$ cat config.mk
export PLATFORM = sky130hd
export DESIGN_NAME = ysyx_2022040010_uncache_axi_flat
export DESIGN_NICKNAME = d
export VERILOG_FILES = /design/src/rtl/ysyx_2022040010_uncache_axi_if.sv /design/src/rtl/ysyx_2022040010_uncache_axi.sv /design/src/flat_wrapper.sv
export SDC_FILE = /design/constraint.sdc
export NUM_CORES = 1
export LEC_CHECK = 0
export BUFFER_PORTS_ARGS = -buffer_cell sky130_fd_sc_hd__clkbuf_2
export CORE_AREA = 2 2 201 203
export DETAILED_ROUTE_END_ITERATION = 16
export DIE_AREA = 0 0 203 205
export HOLD_SLACK_MARGIN = 0.15
export PLACE_DENSITY_LB_ADDON = 0.15
export SYNTH_ARGS = -nofsm -noshare
export SYNTH_HDL_FRONTEND = slang
export SYNTH_SLANG_ARGS = --single-unit
export TNS_END_PERCENT = 10
$ cat constraint.sdc
create_clock -name clk -period 2.07 [get_ports clk]
set_clock_uncertainty 0.2 [all_clocks]
set_input_delay 0.414 -clock clk [delete_from_list [all_inputs] [get_ports clk]]
set_output_delay 0.414 -clock clk [all_outputs]
set_load 0.01 [all_outputs]
$ cat src/rtl/ysyx_2022040010_uncache_axi_if.sv
// AXI4 bus bundle between the uncached-access engine (master) and the interconnect (slave).
// Only single-beat transfers are issued over it, but the full channel signal set is present.
interface ysyx_2022040010_uncache_axi_if #(
    parameter int unsigned ADDR_W = 64,
    parameter int unsigned DATA_W = 64
);
    logic [ADDR_W-1:0]   araddr;
    logic [2:0]          arsize;
    logic [7:0]          arlen;
    logic [1:0]          arburst;
    logic                arvalid;
    logic                arready;

    logic [DATA_W-1:0]   rdata_axi;
    logic [1:0]          rresp;
    logic                rlast;
    logic                rvalid;
    logic                rready;

    logic [ADDR_W-1:0]   awaddr;
    logic [2:0]          awsize;
    logic [7:0]          awlen;
    logic [1:0]          awburst;
    logic                awvalid;
    logic                awready;

    logic [DATA_W-1:0]   wdata;
    logic [DATA_W/8-1:0] wstrb;
    logic                wlast;
    logic                wvalid;
    logic                wready;

    logic [1:0]          bresp;
    logic                bvalid;
    logic                bready;

    modport master (
        output araddr, arsize, arlen, arburst, arvalid,
        input  arready,
        input  rdata_axi, rresp, rlast, rvalid,
        output rready,
        output awaddr, awsize, awlen, awburst, awvalid,
        input  awready,
        output wdata, wstrb, wlast, wvalid,
        input  wready,
        input  bresp, bvalid,
        output bready
    );

    modport slave (
        input  araddr, arsize, arlen, arburst, arvalid,
        output arready,
        output rdata_axi, rresp, rlast, rvalid,
        input  rready,
        input  awaddr, awsize, awlen, awburst, awvalid,
        output awready,
        input  wdata, wstrb, wlast, wvalid,
        output wready,
        output bresp, bvalid,
        input  bready
    );
endinterface

$ cat src/rtl/ysyx_2022040010_uncache_axi.sv
// Uncached load/store engine: turns one MEM-stage request into a single-beat AXI4 transfer
// and signals completion with a one-cycle refresh pulse carrying the read data.
module ysyx_2022040010_uncache_axi #(
    parameter int unsigned ADDR_W = 64,
    parameter int unsigned DATA_W = 64
) (
    input  logic                clk,
    input  logic                rst,

    input  logic                req_valid,
    input  logic                req_we,
    input  logic [ADDR_W-1:0]   req_addr,
    input  logic [2:0]          req_size,
    input  logic [DATA_W-1:0]   req_wdata,
    input  logic [DATA_W/8-1:0] req_wstrb,

    output logic                refresh,
    output logic [DATA_W-1:0]   rdata,
    output logic                resp_err,
    output logic                busy,

    ysyx_2022040010_uncache_axi_if.master axi
);
    localparam logic [2:0] StIdle    = 3'd0;
    localparam logic [2:0] StAr      = 3'd1;
    localparam logic [2:0] StR       = 3'd2;
    localparam logic [2:0] StAwW     = 3'd3;
    localparam logic [2:0] StB       = 3'd4;
    localparam logic [2:0] StDone    = 3'd5;
    localparam logic [2:0] StWaitLow = 3'd6;

    logic [2:0]          state_q, state_d;
    logic [ADDR_W-1:0]   addr_q, addr_d;
    logic [2:0]          size_q, size_d;
    logic [DATA_W-1:0]   wdata_q, wdata_d;
    logic [DATA_W/8-1:0] wstrb_q, wstrb_d;
    logic                arvalid_q, arvalid_d;
    logic                rready_q, rready_d;
    logic                awvalid_q, awvalid_d;
    logic                wvalid_q, wvalid_d;
    logic                bready_q, bready_d;
    logic                aw_done_q, aw_done_d;
    logic                w_done_q, w_done_d;
    logic [DATA_W-1:0]   rdata_q, rdata_d;
    logic                resp_err_q, resp_err_d;

    logic aw_hs, w_hs;
    assign aw_hs = awvalid_q & axi.awready;
    assign w_hs  = wvalid_q & axi.wready;

    always_comb begin
        state_d    = state_q;
        addr_d     = addr_q;
        size_d     = size_q;
        wdata_d    = wdata_q;
        wstrb_d    = wstrb_q;
        arvalid_d  = arvalid_q;
        rready_d   = rready_q;
        awvalid_d  = awvalid_q;
        wvalid_d   = wvalid_q;
        bready_d   = bready_q;
        aw_done_d  = aw_done_q;
        w_done_d   = w_done_q;
        rdata_d    = rdata_q;
        resp_err_d = resp_err_q;

        case (state_q)
            StIdle: begin
                if (req_valid) begin
                    addr_d  = req_addr;
                    size_d  = req_size;
                    wdata_d = req_wdata;
                    wstrb_d = req_wstrb;
                    if (req_we) begin
                        state_d   = StAwW;
                        awvalid_d = 1'b1;
                        wvalid_d  = 1'b1;
                        aw_done_d = 1'b0;
                        w_done_d  = 1'b0;
                    end else begin
                        state_d   = StAr;
                        arvalid_d = 1'b1;
                    end
                end
            end
            StAr: begin
                if (arvalid_q && axi.arready) begin
                    arvalid_d = 1'b0;
                    rready_d  = 1'b1;
                    state_d   = StR;
                end
            end
            StR: begin
                if (axi.rvalid) begin
                    rdata_d    = axi.rdata_axi;
                    resp_err_d = axi.rresp[1];
                    rready_d   = 1'b0;
                    state_d    = StDone;
                end
            end
            StAwW: begin
                // Address and data channels complete independently, in any order.
                if (aw_hs) begin
                    awvalid_d = 1'b0;
                    aw_done_d = 1'b1;
                end
                if (w_hs) begin
                    wvalid_d = 1'b0;
                    w_done_d = 1'b1;
                end
                if ((aw_done_q || aw_hs) && (w_done_q || w_hs)) begin
                    bready_d = 1'b1;
                    state_d  = StB;
                end
            end
            StB: begin
                if (axi.bvalid) begin
                    resp_err_d = axi.bresp[1];
                    bready_d   = 1'b0;
                    state_d    = StDone;
                end
            end
            StDone: begin
                state_d = StWaitLow;
            end
            StWaitLow: begin
                // Requester still holds the same access until it sees the stall release.
                if (!req_valid) begin
                    state_d = StIdle;
                end
            end
            default: begin
                state_d = StIdle;
            end
        endcase
    end

    always_ff @(posedge clk or negedge rst) begin
        if (!rst) begin
            state_q    <= StIdle;
            addr_q     <= '0;
            size_q     <= '0;
            wdata_q    <= '0;
            wstrb_q    <= '0;
            arvalid_q  <= 1'b0;
            rready_q   <= 1'b0;
            awvalid_q  <= 1'b0;
            wvalid_q   <= 1'b0;
            bready_q   <= 1'b0;
            aw_done_q  <= 1'b0;
            w_done_q   <= 1'b0;
            rdata_q    <= '0;
            resp_err_q <= 1'b0;
        end else begin
            state_q    <= state_d;
            addr_q     <= addr_d;
            size_q     <= size_d;
            wdata_q    <= wdata_d;
            wstrb_q    <= wstrb_d;
            arvalid_q  <= arvalid_d;
            rready_q   <= rready_d;
            awvalid_q  <= awvalid_d;
            wvalid_q   <= wvalid_d;
            bready_q   <= bready_d;
            aw_done_q  <= aw_done_d;
            w_done_q   <= w_done_d;
            rdata_q    <= rdata_d;
            resp_err_q <= resp_err_d;
        end
    end

    assign refresh  = (state_q == StDone);
    assign busy     = (state_q != StIdle);
    assign rdata    = rdata_q;
    assign resp_err = resp_err_q;

    assign axi.araddr  = addr_q;
    assign axi.arsize  = size_q;
    assign axi.arlen   = 8'd0;
    assign axi.arburst = 2'b01;
    assign axi.arvalid = arvalid_q;
    assign axi.rready  = rready_q;

    assign axi.awaddr  = addr_q;
    assign axi.awsize  = size_q;
    assign axi.awlen   = 8'd0;
    assign axi.awburst = 2'b01;
    assign axi.awvalid = awvalid_q;

    assign axi.wdata   = wdata_q;
    assign axi.wstrb   = wstrb_q;
    assign axi.wlast   = 1'b1;
    assign axi.wvalid  = wvalid_q;
    assign axi.bready  = bready_q;

    logic unused_resp;
    assign unused_resp = ^{axi.rlast, axi.rresp[0], axi.bresp[0]};
endmodule

$ cat src/flat_wrapper.sv
// flat-port wrapper written by rule: the top's interface ports become plain ports
module ysyx_2022040010_uncache_axi_flat 
#(
    parameter int unsigned ADDR_W = 64,
    parameter int unsigned DATA_W = 64
)
  (clk, rst, req_valid, req_we, req_addr, req_size, req_wdata, req_wstrb, refresh, rdata, resp_err, busy, axi_araddr, axi_arsize, axi_arlen, axi_arburst, axi_arvalid, axi_arready, axi_rdata_axi, axi_rresp, axi_rlast, axi_rvalid, axi_rready, axi_awaddr, axi_awsize, axi_awlen, axi_awburst, axi_awvalid, axi_awready, axi_wdata, axi_wstrb, axi_wlast, axi_wvalid, axi_wready, axi_bresp, axi_bvalid, axi_bready);
  ysyx_2022040010_uncache_axi_if #(.ADDR_W(ADDR_W), .DATA_W(DATA_W)) axi_i ();
  input  logic clk;
  input  logic rst;
  input  logic req_valid;
  input  logic req_we;
  input  logic [ADDR_W-1:0] req_addr;
  input  logic [2:0] req_size;
  input  logic [DATA_W-1:0] req_wdata;
  input  logic [DATA_W/8-1:0] req_wstrb;
  output logic refresh;
  output logic [DATA_W-1:0] rdata;
  output logic resp_err;
  output logic busy;
  output wire logic [$bits(axi_i.araddr)-1:0] axi_araddr;
  output wire logic [$bits(axi_i.arsize)-1:0] axi_arsize;
  output wire logic [$bits(axi_i.arlen)-1:0] axi_arlen;
  output wire logic [$bits(axi_i.arburst)-1:0] axi_arburst;
  output wire logic [$bits(axi_i.arvalid)-1:0] axi_arvalid;
  input wire logic [$bits(axi_i.arready)-1:0] axi_arready;
  input wire logic [$bits(axi_i.rdata_axi)-1:0] axi_rdata_axi;
  input wire logic [$bits(axi_i.rresp)-1:0] axi_rresp;
  input wire logic [$bits(axi_i.rlast)-1:0] axi_rlast;
  input wire logic [$bits(axi_i.rvalid)-1:0] axi_rvalid;
  output wire logic [$bits(axi_i.rready)-1:0] axi_rready;
  output wire logic [$bits(axi_i.awaddr)-1:0] axi_awaddr;
  output wire logic [$bits(axi_i.awsize)-1:0] axi_awsize;
  output wire logic [$bits(axi_i.awlen)-1:0] axi_awlen;
  output wire logic [$bits(axi_i.awburst)-1:0] axi_awburst;
  output wire logic [$bits(axi_i.awvalid)-1:0] axi_awvalid;
  input wire logic [$bits(axi_i.awready)-1:0] axi_awready;
  output wire logic [$bits(axi_i.wdata)-1:0] axi_wdata;
  output wire logic [$bits(axi_i.wstrb)-1:0] axi_wstrb;
  output wire logic [$bits(axi_i.wlast)-1:0] axi_wlast;
  output wire logic [$bits(axi_i.wvalid)-1:0] axi_wvalid;
  input wire logic [$bits(axi_i.wready)-1:0] axi_wready;
  input wire logic [$bits(axi_i.bresp)-1:0] axi_bresp;
  input wire logic [$bits(axi_i.bvalid)-1:0] axi_bvalid;
  output wire logic [$bits(axi_i.bready)-1:0] axi_bready;
  assign axi_araddr = axi_i.araddr;
  assign axi_arsize = axi_i.arsize;
  assign axi_arlen = axi_i.arlen;
  assign axi_arburst = axi_i.arburst;
  assign axi_arvalid = axi_i.arvalid;
  assign axi_i.arready = axi_arready;
  assign axi_i.rdata_axi = axi_rdata_axi;
  assign axi_i.rresp = axi_rresp;
  assign axi_i.rlast = axi_rlast;
  assign axi_i.rvalid = axi_rvalid;
  assign axi_rready = axi_i.rready;
  assign axi_awaddr = axi_i.awaddr;
  assign axi_awsize = axi_i.awsize;
  assign axi_awlen = axi_i.awlen;
  assign axi_awburst = axi_i.awburst;
  assign axi_awvalid = axi_i.awvalid;
  assign axi_i.awready = axi_awready;
  assign axi_wdata = axi_i.wdata;
  assign axi_wstrb = axi_i.wstrb;
  assign axi_wlast = axi_i.wlast;
  assign axi_wvalid = axi_i.wvalid;
  assign axi_i.wready = axi_wready;
  assign axi_i.bresp = axi_bresp;
  assign axi_i.bvalid = axi_bvalid;
  assign axi_bready = axi_i.bready;
  ysyx_2022040010_uncache_axi #(.ADDR_W(ADDR_W), .DATA_W(DATA_W)) u_core (.clk(clk), .rst(rst), .req_valid(req_valid), .req_we(req_we), .req_addr(req_addr), .req_size(req_size), .req_wdata(req_wdata), .req_wstrb(req_wstrb), .refresh(refresh), .rdata(rdata), .resp_err(resp_err), .busy(busy), .axi(axi_i));
endmodule
; Word level (Yosys, flattened, before mapping)
; Cells that the tools add are included.
; Widths: inputs -> output; s select.
[classes]
bitwise = 2
eq_ne = 16
n_reduce_logical = 20
mux = 33
[op_table]
columns = cell, n
row1 = $pmux 3 s7, 1
row2 = $mux 3, 6
row3 = $mux 1, 17
row4 = $pmux 1 s2, 8
row5 = $ne 2x2->1 const B, 6
row6 = $reduce_and 4->1, 3
row7 = $reduce_bool 2->1, 5
row8 = $eq 3x3->1 const B, 3
row9 = $reduce_and 3->1, 3
row10 = $ne 2x1->1 const B, 4
row11 = $eq 3x2->1 const B, 2
row12 = $reduce_and 6->1, 1
row13 = $reduce_and 2->1, 2
row14 = $eq 3x1->1 const B, 1
row15 = $logic_not 3->1, 1
row16 = $reduce_bool 3->1, 1
row17 = $and 1x1->1, 2
row18 = $logic_and 1x1->1, 2
row19 = $logic_or 1x1->1, 2
row20 = $mux 2, 1
[word_totals]
out_inout_bits = 299
wordCells = 85
reg_bits = 214

; Depth between registers and ports, before layout
[logic_depth]
word_depth = 5
ltp_mapped = 5
depth_no_buf = 4

; Worst setup path after synthesis
; No wires, ideal clock.
[synth_timing]
kind = reg-to-reg
startpoint = register u_core.state_q[0]
endpoint = register u_core.addr_q[24] (netlist: u_core.axi.araddr[24])
stages_incl_launch_ff = 6
arrival_time_ps = 1368
t_required_ps = 1745
slack_ps = 377
setup_ps = 125
cell_sequence = dfrtp_1 nand2b_4 nor3_4 buf_4 buf_6 mux2_2
[synth_between]
elab_chain_cells = 2
[synth_rtl]
columns = item, line
row1 = "start, declared", ysyx_2022040010_uncache_axi.sv:32  ; logic [2:0] state_q, state_d;
row2 = "start signal, assigned", ysyx_2022040010_uncache_axi.sv:140  ; state_q <= StIdle;
row3 = "start signal, assigned", ysyx_2022040010_uncache_axi.sv:155  ; state_q <= state_d;
row4 = $logic_not 3->1, ysyx_2022040010_uncache_axi.sv:67  ; case (state_q)
row5 = $reduce_and 2->1 (no line), n/a
row6 = "end signal, assigned", ysyx_2022040010_uncache_axi.sv:156  ; addr_q <= addr_d;
row7 = "end, declared", ysyx_2022040010_uncache_axi.sv:33  ; logic [ADDR_W-1:0] addr_q, addr_d;
; Every way passes these cells.
; A chain may end at the register's enable or synchronous reset.

; Worst setup path after layout
[layout_timing]
startpoint = register u_core.state_q[0]
endpoint = register u_core.addr_q[36] (netlist: u_core.axi.araddr[36])
; The elaborated chain is that of the path after synthesis.

==> flow_summary.json <==
{
  "outcome": "finished, final reports clean",
  "synth-xor-area-share_pct": 0.0983,
  "hold_path_class": "primary input to asynchronous set/reset pin",
  "synth_ff_type": "dfrtp_1",
  "required_ps": 2270,
  "synth.area.top_cells": "dfrtp_1, mux2_2, buf_4",
  "worstSetupStartpointType": "flip-flop",
  "rsz0062_at_grt": "yes",
  "startpoint": "u_core.state_q[0]",
  "synth_cell_type_count": 28,
  "arrival_ps": 2270,
  "first_pass_iters": 4,
  "utilization_pct": 38.9,
  "synth_mux_area_share_pct": 25.9,
  "drtIter0Drc": 197,
  "switchingPower_mw": 7.67,
  "fin_nets": 1512,
  "grtUsageTotal_pct": 12.3,
  "hold_viol_final": 0,
  "io_buffers": 491,
  "path_delay_family": "buffers and inverters",
  "ys_seq_area_share_pct": 60.1,
  "critPathMaxFanout": 7,
  "synth_top_area_share_pct": 60.1,
  "p_int_mw": 14.5,
  "worst_slew_pin_slew_ps": 586,
  "postSynthAreaPerCell_sq_um": 14.9,
  "power_density_nw_per_um2": 1450,
  "sw_frac_of_total_pct": 34.6,
  "drc_errors": 0,
  "worstSetupPathType": "flip-flop to flip-flop",
  "synthArstFlopShare_pct": 100,
  "grt_antenna_before_repair": 0,
  "clkLatencyLatePin_ps": 530,
  "max_freq_mhz": 485,
  "numClockSinks": 214,
  "die_area_sq_um": 41600,
  "drive_gt1_share_pct": 61.0,
  "pwr-share-seq_pct": 34.9,
  "synth_most_common_cell": "dfrtp_1",
  "ys_warn_count": 0,
  "reg2reg_slack_ps": 7,
  "core_area_sq_um": 39400,
  "cts_tree": "yes",
  "synth-edff-count": 0,
  "setup_viol": 0,
  "ioPinCount": 516,
  "die_x_um": 203,
  "synth_compound_area_share_pct": 1.63,
  "cap_violations": 0,
  "max_stage_delay_ps": 430,
  "gp_congestion": 0.727,
  "grt_overflow_total": 0,
  "initial_utilization_pct": 22.6,
  "numCtsBuffers": 26,
  "pwr-share-clk_pct": 20.5,
  "via_count": 7266,
  "synth_top_family_by_area": "multiplexers",
  "hpwlAfterDp_mm": 19.9,
  "num_antenna_cells": 0,
  "cp_num_buf_inv": 4,
  "synth_fa_ha_area_share_pct": 0,
  "ant_nets": 0,
  "synthesis.area_sq_um": 8910,
  "r2r-start": "u_core.state_q[0]",
  "peakVddDrop_mv": 0.730,
  "synth-simple-area-share_pct": 1.92,
  "grt_pass1_vias": 7589,
  "core.rowCount": 73,
  "ys_ff_latch": 214,
  "clkTransAtPathRegs_ps": 60,
  "leakagePower_nw": 7.53,
  "die_h_um": 205,
  "synthTopCellsByCount": "dfrtp_1, mux2_2, buf_4",
  "grt_max_degree": 63,
  "cts_buffer_depth": 3,
  "syn_to_final_growth_pct": 72.0,
  "critPathSlowestCell": "dfrtp_2",
  "syn-instance-count": 599,
  "final-max-slew-violation-count": 0,
  "cts-root-buf": "clkbuf_16",
  "combPwrFrac_pct": 44.6,
  "yosysTopAreaCell": "dfrtp_1",
  "reg2reg_to": "u_core.axi.araddr[36]",
  "routed_via_density": 3.95,
  "routedWlPerCell_um": 15.7,
  "finalWirelength_mm": 28.8,
  "end_kind": "flip-flop",
  "period_minus_slack_ps": 2060,
  "relSlewSlack_pct": 60.9,
  "power_mw": 22.2,
  "htreeDepth": 1,
  "cp_cell_sequence": "buf_6 -> nand2b_4 -> nor3_4 -> buf_12 -> buf_16 -> clkbuf_16 -> mux2_4",
  "period_share_pct": 99.6,
  "rr_worst_depth": 7,
  "grt_first_pass_wirelength_mm": 41.1
}
[area by class of cell]
| type | count | area [sq um] |
|---|---|---|
| Clock inverter | 5 | 50.0 |
| Timing Repair Buffer | 763 | 5450 |
| Fill cell | 3855 | 24000 |
| Clock buffer | 42 | 812 |
| Multi-Input combinational cell | 286 | 2990 |
| Sequential cell | 214 | 5360 |
| Inverter | 4 | 21.3 |
| Tap cell | 525 | 657 |
[through the flow]
stage               std cells  TNS [ps]  hold slack [ps]  setup slack (ps)  area, sq um
finish                   1839         0              200              7.30        15300
global route             1839     -1990              229             -38.0        15300
CTS                      1824     -13.4              224             -13.4        14800
detailed placement       1556         0              214              90.8        11700
global placement         1556         0              215              90.6        11700
floorplan                 618         0            -81.6               377         8980
[cells by family (layout without fill, tap and decap cells)]
kind of cell	after synthesis	count (layout)
XOR/XNOR	1	1
AO/OA/AOI/OAI	25	25
AND/OR/NAND/NOR	34	34
multiplexers	205	205
flip-flops	214	214
other	2	21
buffers and inverters	118	814
[layer usage]
| layer | GRT usage, % | vias up | part of all wire, % |
|---|---|---|---|
| met4 | 3.70 | 0 | 2.5 |
| met3 | 4.04 | 45 | 7.8 |
| li1 | - | 3357 | - |
| met1 | 13.9 | 3557 | 39 |
| met5 | 0 | - | 0 |
| met2 | 22.1 | 307 | 51 |
[state kept, by name, indices dropped and copies added (netlist names)]
signal	flops
u_core.axi.araddr	64
u_core.axi.wstrb	8
u_core.axi.arvalid	1
u_core.axi.arsize	3
u_core.axi.wvalid	1
u_core.axi.bready	1
u_core.resp_err	1
u_core.rdata	64
u_core.aw_done_q	1
u_core.state_q	3
u_core.axi.wdata	64
u_core.w_done_q	1
u_core.axi.awvalid	1
u_core.axi.rready	1
[worst max-delay path by stage]
stage | end | slack [ps] | depth (start not counted)
final | u_core.axi.araddr[36] | 7 | 7
after global routing | u_core.axi.araddr[1] | -40 | 7
after global placement | u_core.axi.wdata[2] | 90 | 5
after detailed placement | u_core.axi.araddr[60] | 90 | 5
after floorplan | u_core.axi.araddr[24] | 380 | 5
after CTS | refresh | -10 | 4
[placed cells by master (no fill, tap or decap), drive strengths merged, types with 2 or more instances in the layout]
cell type    instances
clkbuf             540
dfrtp              214
dlygate4sd3        213
mux2               204
buf                 52
conb                21
nand2               11
a21oi               11
nor2                11
a31oi                8
clkinv               4
nand3                3
nor3                 3
inv                  3
o21ai                2
o22ai                2
nand2b               2
[power by group through the flow]
stage	Sequential, mW	Clock (mW)	Combinational [mW]
2_1_floorplan	8.53	0	4.55
3_3_place_gp	7.73	0	8.59
3_5_place_dp	7.80	0	8.59
4_1_cts	7.74	4.73	9.15
5_1_grt	8.07	4.89	10.7
6_report	7.75	4.54	9.90
[timing repair]
item                                   4_1_cts  5_1_grt
endpoints found under the hold margin      428        0
hold buffers                               213        0
buffers inserted                             8        5
setup endpoints to repair                    2       91
gates cloned                                 0       10
pin swaps                                    1        1
resized for setup                           13       76
Note: power is estimated with default switching activity, not from simulation.
